<file path="src/rtl/rca_ft_selftest_ctrl.sv">
// Self-test and reconfiguration sequencer for the fault-tolerant 4-bit ripple-carry adder.
// Sweeps all {c1,b,a} patterns, bypasses the first faulty slice onto the spare, re-verifies, then runs.
module rca_ft_selftest_ctrl (
  input  logic       clk,
  input  logic       rst_n,
  input  logic       start,
  input  logic [3:0] op_a,
  input  logic [3:0] op_b,
  input  logic       op_cin,
  input  logic       op_valid,
  output logic [3:0] res_sum,
  output logic       res_cout,
  output logic       res_valid,
  output logic       busy,
  output logic       done,
  output logic       fail,
  output logic       fault_valid,
  output logic [1:0] fault_slice,
  output logic [3:0] a,
  output logic [3:0] b,
  output logic       c1,
  output logic       test,
  output logic [5:0] is_sel,
  output logic [4:0] cs_sel,
  output logic [3:0] ss_sel,
  output logic [4:0] A,
  output logic [4:0] B,
  input  logic [3:0] s,
  input  logic       cout
);

  typedef enum logic [2:0] {
    ST_IDLE, ST_SWEEP, ST_RECONF, ST_VERIFY, ST_DONE, ST_FAIL
  } state_t;

  state_t     state, state_nxt;
  logic [8:0] cnt;
  logic       pend;
  logic       drain;
  logic [4:0] exp_q;
  logic [1:0] k_q;
  logic       run_pend;
  logic [4:0] diff;
  logic       mism;
  logic [1:0] k_calc;
  logic       scanning;
  logic       start_acc;
  logic [5:0] therm;

  assign scanning  = (state == ST_SWEEP) || (state == ST_VERIFY);
  assign start_acc = start && ((state == ST_IDLE) || (state == ST_DONE) || (state == ST_FAIL));
  assign diff      = {cout, s} ^ exp_q;
  assign mism      = pend && (diff != 5'd0);

  // Lowest mismatching sum bit; a carry-out-only mismatch blames the top slice.
  always_comb begin
    k_calc = 2'd3;
    if (diff[0])      k_calc = 2'd0;
    else if (diff[1]) k_calc = 2'd1;
    else if (diff[2]) k_calc = 2'd2;
  end

  always_ff @(posedge clk or negedge rst_n) begin
    if (!rst_n) state <= ST_IDLE;
    else        state <= state_nxt;
  end

  always_comb begin
    state_nxt = state;
    case (state)
      ST_IDLE, ST_DONE, ST_FAIL: if (start) state_nxt = ST_SWEEP;
      ST_SWEEP: begin
        if (mism)       state_nxt = ST_RECONF;
        else if (drain) state_nxt = ST_DONE;
      end
      ST_RECONF: state_nxt = ST_VERIFY;
      ST_VERIFY: begin
        if (mism)       state_nxt = ST_FAIL;
        else if (drain) state_nxt = ST_DONE;
      end
      default: state_nxt = ST_IDLE;
    endcase
  end

  always_ff @(posedge clk or negedge rst_n) begin
    if (!rst_n) begin
      cnt         <= '0;
      pend        <= 1'b0;
      drain       <= 1'b0;
      exp_q       <= '0;
      k_q         <= '0;
      run_pend    <= 1'b0;
      fault_valid <= 1'b0;
      fault_slice <= '0;
      a           <= '0;
      b           <= '0;
      c1          <= 1'b0;
    end else if (start_acc) begin
      cnt         <= '0;
      pend        <= 1'b0;
      drain       <= 1'b0;
      run_pend    <= 1'b0;
      fault_valid <= 1'b0;
    end else if (scanning) begin
      if (mism || drain) begin
        // Compare result decides the exit; no further pattern is launched.
        pend  <= 1'b0;
        drain <= 1'b0;
        if (state == ST_SWEEP) k_q <= k_calc;
      end else begin
        a     <= cnt[3:0];
        b     <= cnt[7:4];
        c1    <= cnt[8];
        exp_q <= {1'b0, cnt[3:0]} + {1'b0, cnt[7:4]} + {4'b0, cnt[8]};
        pend  <= 1'b1;
        cnt   <= cnt + 9'd1;
        if (cnt == 9'd511) drain <= 1'b1;
      end
    end else if (state == ST_RECONF) begin
      fault_valid <= 1'b1;
      fault_slice <= k_q;
      cnt         <= '0;
      pend        <= 1'b0;
      drain       <= 1'b0;
    end else if (state == ST_DONE) begin
      run_pend <= op_valid;
      if (op_valid) begin
        a  <= op_a;
        b  <= op_b;
        c1 <= op_cin;
      end
    end
  end

  always_ff @(posedge clk or negedge rst_n) begin
    if (!rst_n) begin
      res_sum   <= '0;
      res_cout  <= 1'b0;
      res_valid <= 1'b0;
    end else begin
      res_valid <= run_pend;
      if (run_pend) begin
        res_sum  <= s;
        res_cout <= cout;
      end
    end
  end

  function automatic logic [4:0] spread(input logic [3:0] v, input logic [1:0] k);
    case (k)
      2'd0:    spread = {v, 1'b0};
      2'd1:    spread = {v[3:1], 1'b0, v[0]};
      2'd2:    spread = {v[3:2], 1'b0, v[1:0]};
      default: spread = {v[3], 1'b0, v[2:0]};
    endcase
  endfunction

  assign therm  = fault_valid ? (6'b111111 << fault_slice) : 6'b0;
  assign is_sel = therm;
  assign cs_sel = therm[4:0];
  assign ss_sel = therm[3:0];
  assign A      = fault_valid ? spread(a, fault_slice) : {1'b0, a};
  assign B      = fault_valid ? spread(b, fault_slice) : {1'b0, b};

  assign busy = (state == ST_SWEEP) || (state == ST_RECONF) || (state == ST_VERIFY);
  assign done = (state == ST_DONE);
  assign fail = (state == ST_FAIL);
  assign test = scanning;

endmodule

</file>
<file path="config.mk">
export PLATFORM = sky130hd
export DESIGN_NAME = rca_ft_selftest_ctrl
export DESIGN_NICKNAME = d
export VERILOG_FILES = /design/src/rtl/rca_ft_selftest_ctrl.sv
export SDC_FILE = /design/constraint.sdc
export NUM_CORES = 1
export LEC_CHECK = 0
export BUFFER_PORTS_ARGS = -buffer_cell sky130_fd_sc_hd__buf_2
export CAP_MARGIN = 25
export CORE_MARGIN = 2
export CORE_UTILIZATION = 40
export CTS_CLUSTER_DIAMETER = 60
export CTS_CLUSTER_SIZE = 24
export DETAILED_ROUTE_END_ITERATION = 7
export HOLD_SLACK_MARGIN = 0.05
export SLEW_MARGIN = 20
export SYNTH_ARGS = -nofsm -noshare
export SYNTH_HDL_FRONTEND = slang
export SYNTH_SLANG_ARGS = --single-unit
</file>
<file path="constraint.sdc">
create_clock -name clk -period 4.7 [get_ports clk]
set_clock_uncertainty 0.2 [all_clocks]
set_input_delay 0.47 -clock clk [delete_from_list [all_inputs] [get_ports clk]]
set_output_delay 0.47 -clock clk [all_outputs]
set_load 0.1 [all_outputs]
</file>
==> impl_summary.log <==
[metrics] least setup slack across all paths after layout: 2.048 ns
[metrics] actual transition at the worst max-transition pin: 0.8764 ns
[metrics] RSZ-0062 raised after global routing: no
[metrics] overall routed net length: 5108 microns
[metrics] Syn Std Cell Area: 0.002316 sq mm
[metrics] maximum net fanout on the critical path: 21
[metrics] Hold-fix buffers, CTS: 0
[metrics] post-synth cell types: 44
[metrics] CTS resizes: 0
[metrics] layout cells sized above 1: 34.15%
[metrics] H-Tree Level Count: 2
[metrics] period utilisation layout: 56.42%
[metrics] DRC violation count after routing: 0
[metrics] Die Span X: 80.09 microns
[metrics] peak per-stage delay on the critical path: 0.54 ns
[metrics] maximum number of pins on one net before global-route repair: 41
[metrics] portion of the post-synthesis area used by sequential elements: 43.22%
[metrics] status: finished clean
[metrics] number of max-cap violations: 0
[metrics] via count of the first global-routing pass: 1,655
[metrics] nature of the critical path startpoint: flip-flop
[metrics] Starting Density: 41.80%
[metrics] arrival time worst endpoint: 1.98 ns
[metrics] Non-Filler Instances: 359
[metrics] WL/cell: 14.23 microns
[metrics] initial antenna violation count: 0
[metrics] number of buffers between clock root and the deepest sink: 2
[metrics] depth of the worst register-to-register path: 5
[metrics] final slew viol count: 0
[metrics] maximum clock frequency: 377.1 MHz
[metrics] Antenna diodes: 0
[metrics] Max-Slew Margin vs Limit: 41.57%
[metrics] placer's final routability congestion estimate: 0.8054
[metrics] first-pass iteration count of the detailed router: 4
[metrics] final-stage net count: 311
[metrics] Starting DRT DRC Count: 125
[metrics] antenna viol nets, final: 0
[metrics] slowest stage cell, crit path: sky130_fd_sc_hd__dfrtp_1
[metrics] synthesized instance count: 234
[metrics] total number of clock tree sinks: 40
[metrics] Buffers & Inverters on Critical Path: 3
[metrics] most frequently used flop master after synthesis: sky130_fd_sc_hd__dfrtp_1
[metrics] number of enable-type register cells in the synthesized netlist: 0
[metrics] crit end category: output port
[metrics] number of placement rows: 27
[metrics] signed area change from the synthesized netlist to the final layout: 15.78%
[metrics] DP Worst Slack: 2.374 ns
[metrics] synthesized area per cell: 9.897 sq um
[metrics] number of placed instances with taps included: 351
[metrics] Final min period: 2.652 ns
[metrics] final count of negative-setup-slack endpoints: 0
[metrics] commonest non-fill, non-tap cell in the layout: sky130_fd_sc_hd__buf_2
[metrics] share of flip-flops with an asynchronous set or reset: 100.0%
[metrics] Setup Fix Bufs, Post-CTS: 0
[metrics] clock tree from TritonCTS: yes
[metrics] worst hold path type: primary input to async pin
[metrics] Reg2Reg Capture Point: k_q[1]$_DFFE_PN0P_
[metrics] Clock Latency Late Sink: 0.30 ns
[metrics] worst reg2reg path startpoint: state[0]$_DFFE_PN0P_
[metrics] post-synthesis sequential element count: 40
[metrics] cell breakdown of the critical path: nand2b_1 -> buf_4 -> inv_1 -> buf_2
[metrics] HPWL Detailed: 3792 microns
[metrics] total of warnings raised by yosys: 0
[metrics] synthesized net count: 259
[metrics] post-detailed-route via-to-cell ratio: 5.095
[metrics] Tot GR Track Use: 16.89%
[metrics] setup total negative slack: 0 ns
[metrics] count of buffers inserted at the top-level ports: 64
[metrics] # IOs: 65
[metrics] cell at the root of the clock tree: sky130_fd_sc_hd__clkbuf_8
[metrics] vias after detailed routing: 1,829
[metrics] area inside the core boundary: 0.005540 sq mm
[metrics] R2R setup slack: 2.52 ns
[metrics] Req. time, crit path: 4.03 ns
[metrics] first-pass GRT wire length: 8383 microns
[metrics] Setup CP Type: flip-flop to output port
[metrics] category of cells accounting for the largest share of critical-path delay: buffers and inverters
[metrics] area enclosed by the die boundary: 0.006414 sq mm
[metrics] clk slew on worst S/H paths: 0.08 ns
[metrics] CTS buffer count: 5
[metrics] Die H: 80.09 microns
[metrics] Hold Violations, Final: 0
[metrics] Overflow after GRT: 0
[metrics] most used cells in the layout excluding fill and tap cells: 64 x sky130_fd_sc_hd__buf_2, 42 x sky130_fd_sc_hd__nand2_1, 40 x sky130_fd_sc_hd__dfrtp_1
[metrics] Crit. path cell count: 4
## layout make-up
cell class / instances / area (sq um)
fillers: 557 / 2859
multi-input cells: 166 / 1145
flip-flops and latches: 40 / 1001
repair buffers: 65 / 327.8
well taps: 72 / 90.09
clock buffers: 5 / 68.82
inverters: 8 / 30.03
clock inverters: 3 / 18.77
## worst max path at each step
stage / startpoint / slack, ns / endpoint
after global routing: state[0]$_DFFE_PN0P_ / 1.90 / test
after detailed placement: state[0]$_DFFE_PN0P_ / 2.37 / test
final: state[0]$_DFFE_PN0P_ / 2.05 / test
after floorplan: fault_valid$_DFFE_PN0P_ / 0.32 / A[0]
after global placement: state[0]$_DFFE_PN0P_ / 2.37 / test
after CTS: state[0]$_DFFE_PN0P_ / 2.04 / test
## layer usage
layer / up-vias / routed length, microns / GRT usage [%]
met2: 44 / 2435 / 25.75
li1: 899 / - / -
met5: - / 0 / 0
met1: 878 / 2401 / 23.61
met3: 8 / 198 / 3.933
met4: 0 / 72 / 5.593
## state kept, by name, indices dropped and copies added (netlist names)
| name | count |
|---|---|
| a | 4 |
| b | 4 |
| c1 | 1 |
| cnt | 9 |
| drain | 1 |
| exp_q | 5 |
| fault_slice | 2 |
| fault_valid | 1 |
| k_q | 2 |
| pend | 1 |
| res_cout | 1 |
| res_sum | 4 |
| res_valid | 1 |
| run_pend | 1 |
| state | 3 |
## kinds of logic (layout without fill, tap and decap cells)
logic type,Yosys count,count (layout),share of synthesized area (%)
AOI/OAI and AO/OA,47,47,13.99
xor gates and xnor gates,8,8,3.026
adders and majority gates,7,7,4.430
buffers and inverters,28,81,7.347
DFF,40,40,43.22
muxes,23,23,11.24
and+or+nand+nor,81,81,16.75
## worst reg2reg max path: stages (launching register included)
cell,delay [ns]
sky130_fd_sc_hd__dfrtp_1,0.54
sky130_fd_sc_hd__nand2b_1,0.09
sky130_fd_sc_hd__buf_4,0.22
sky130_fd_sc_hd__a211oi_2,0.44
sky130_fd_sc_hd__and2_2,0.26
sky130_fd_sc_hd__mux2_1,0.32
## cells in the mapped netlist, types with 3 or more instances
library cell,instances,area [sq um]
sky130_fd_sc_hd__mux2_1,4,45.04
sky130_fd_sc_hd__or3_1,3,18.77
sky130_fd_sc_hd__a22o_1,4,35.03
sky130_fd_sc_hd__nand2b_1,4,25.02
sky130_fd_sc_hd__nor2_1,11,41.29
sky130_fd_sc_hd__inv_1,8,30.03
sky130_fd_sc_hd__nand3_1,5,25.02
sky130_fd_sc_hd__a21oi_1,9,45.04
sky130_fd_sc_hd__ha_1,5,62.56
sky130_fd_sc_hd__buf_2,4,20.02
sky130_fd_sc_hd__a21o_1,3,22.52
sky130_fd_sc_hd__buf_4,14,105.1
sky130_fd_sc_hd__nand2_1,42,157.7
sky130_fd_sc_hd__xor2_1,6,52.55
sky130_fd_sc_hd__dfrtp_1,40,1001
sky130_fd_sc_hd__mux2_2,12,135.1
sky130_fd_sc_hd__mux2i_1,5,50.05
sky130_fd_sc_hd__o21ai_0,16,80.08
## metrics by stage
stage                     cell area [sq um]  util, %  hold WS (ns)
after floorplan                        2316        -      -0.02559
after global placement                 2594    46.82        0.2798
after detailed placement               2594    46.82        0.2883
after CTS                              2681    48.40        0.1294
after global routing                   2681    48.40        0.1584
final                                  2681    48.40       0.08576
Power is not shown: default switching activity piles up to over one toggle a cycle in this logic, so the estimate is an artifact.
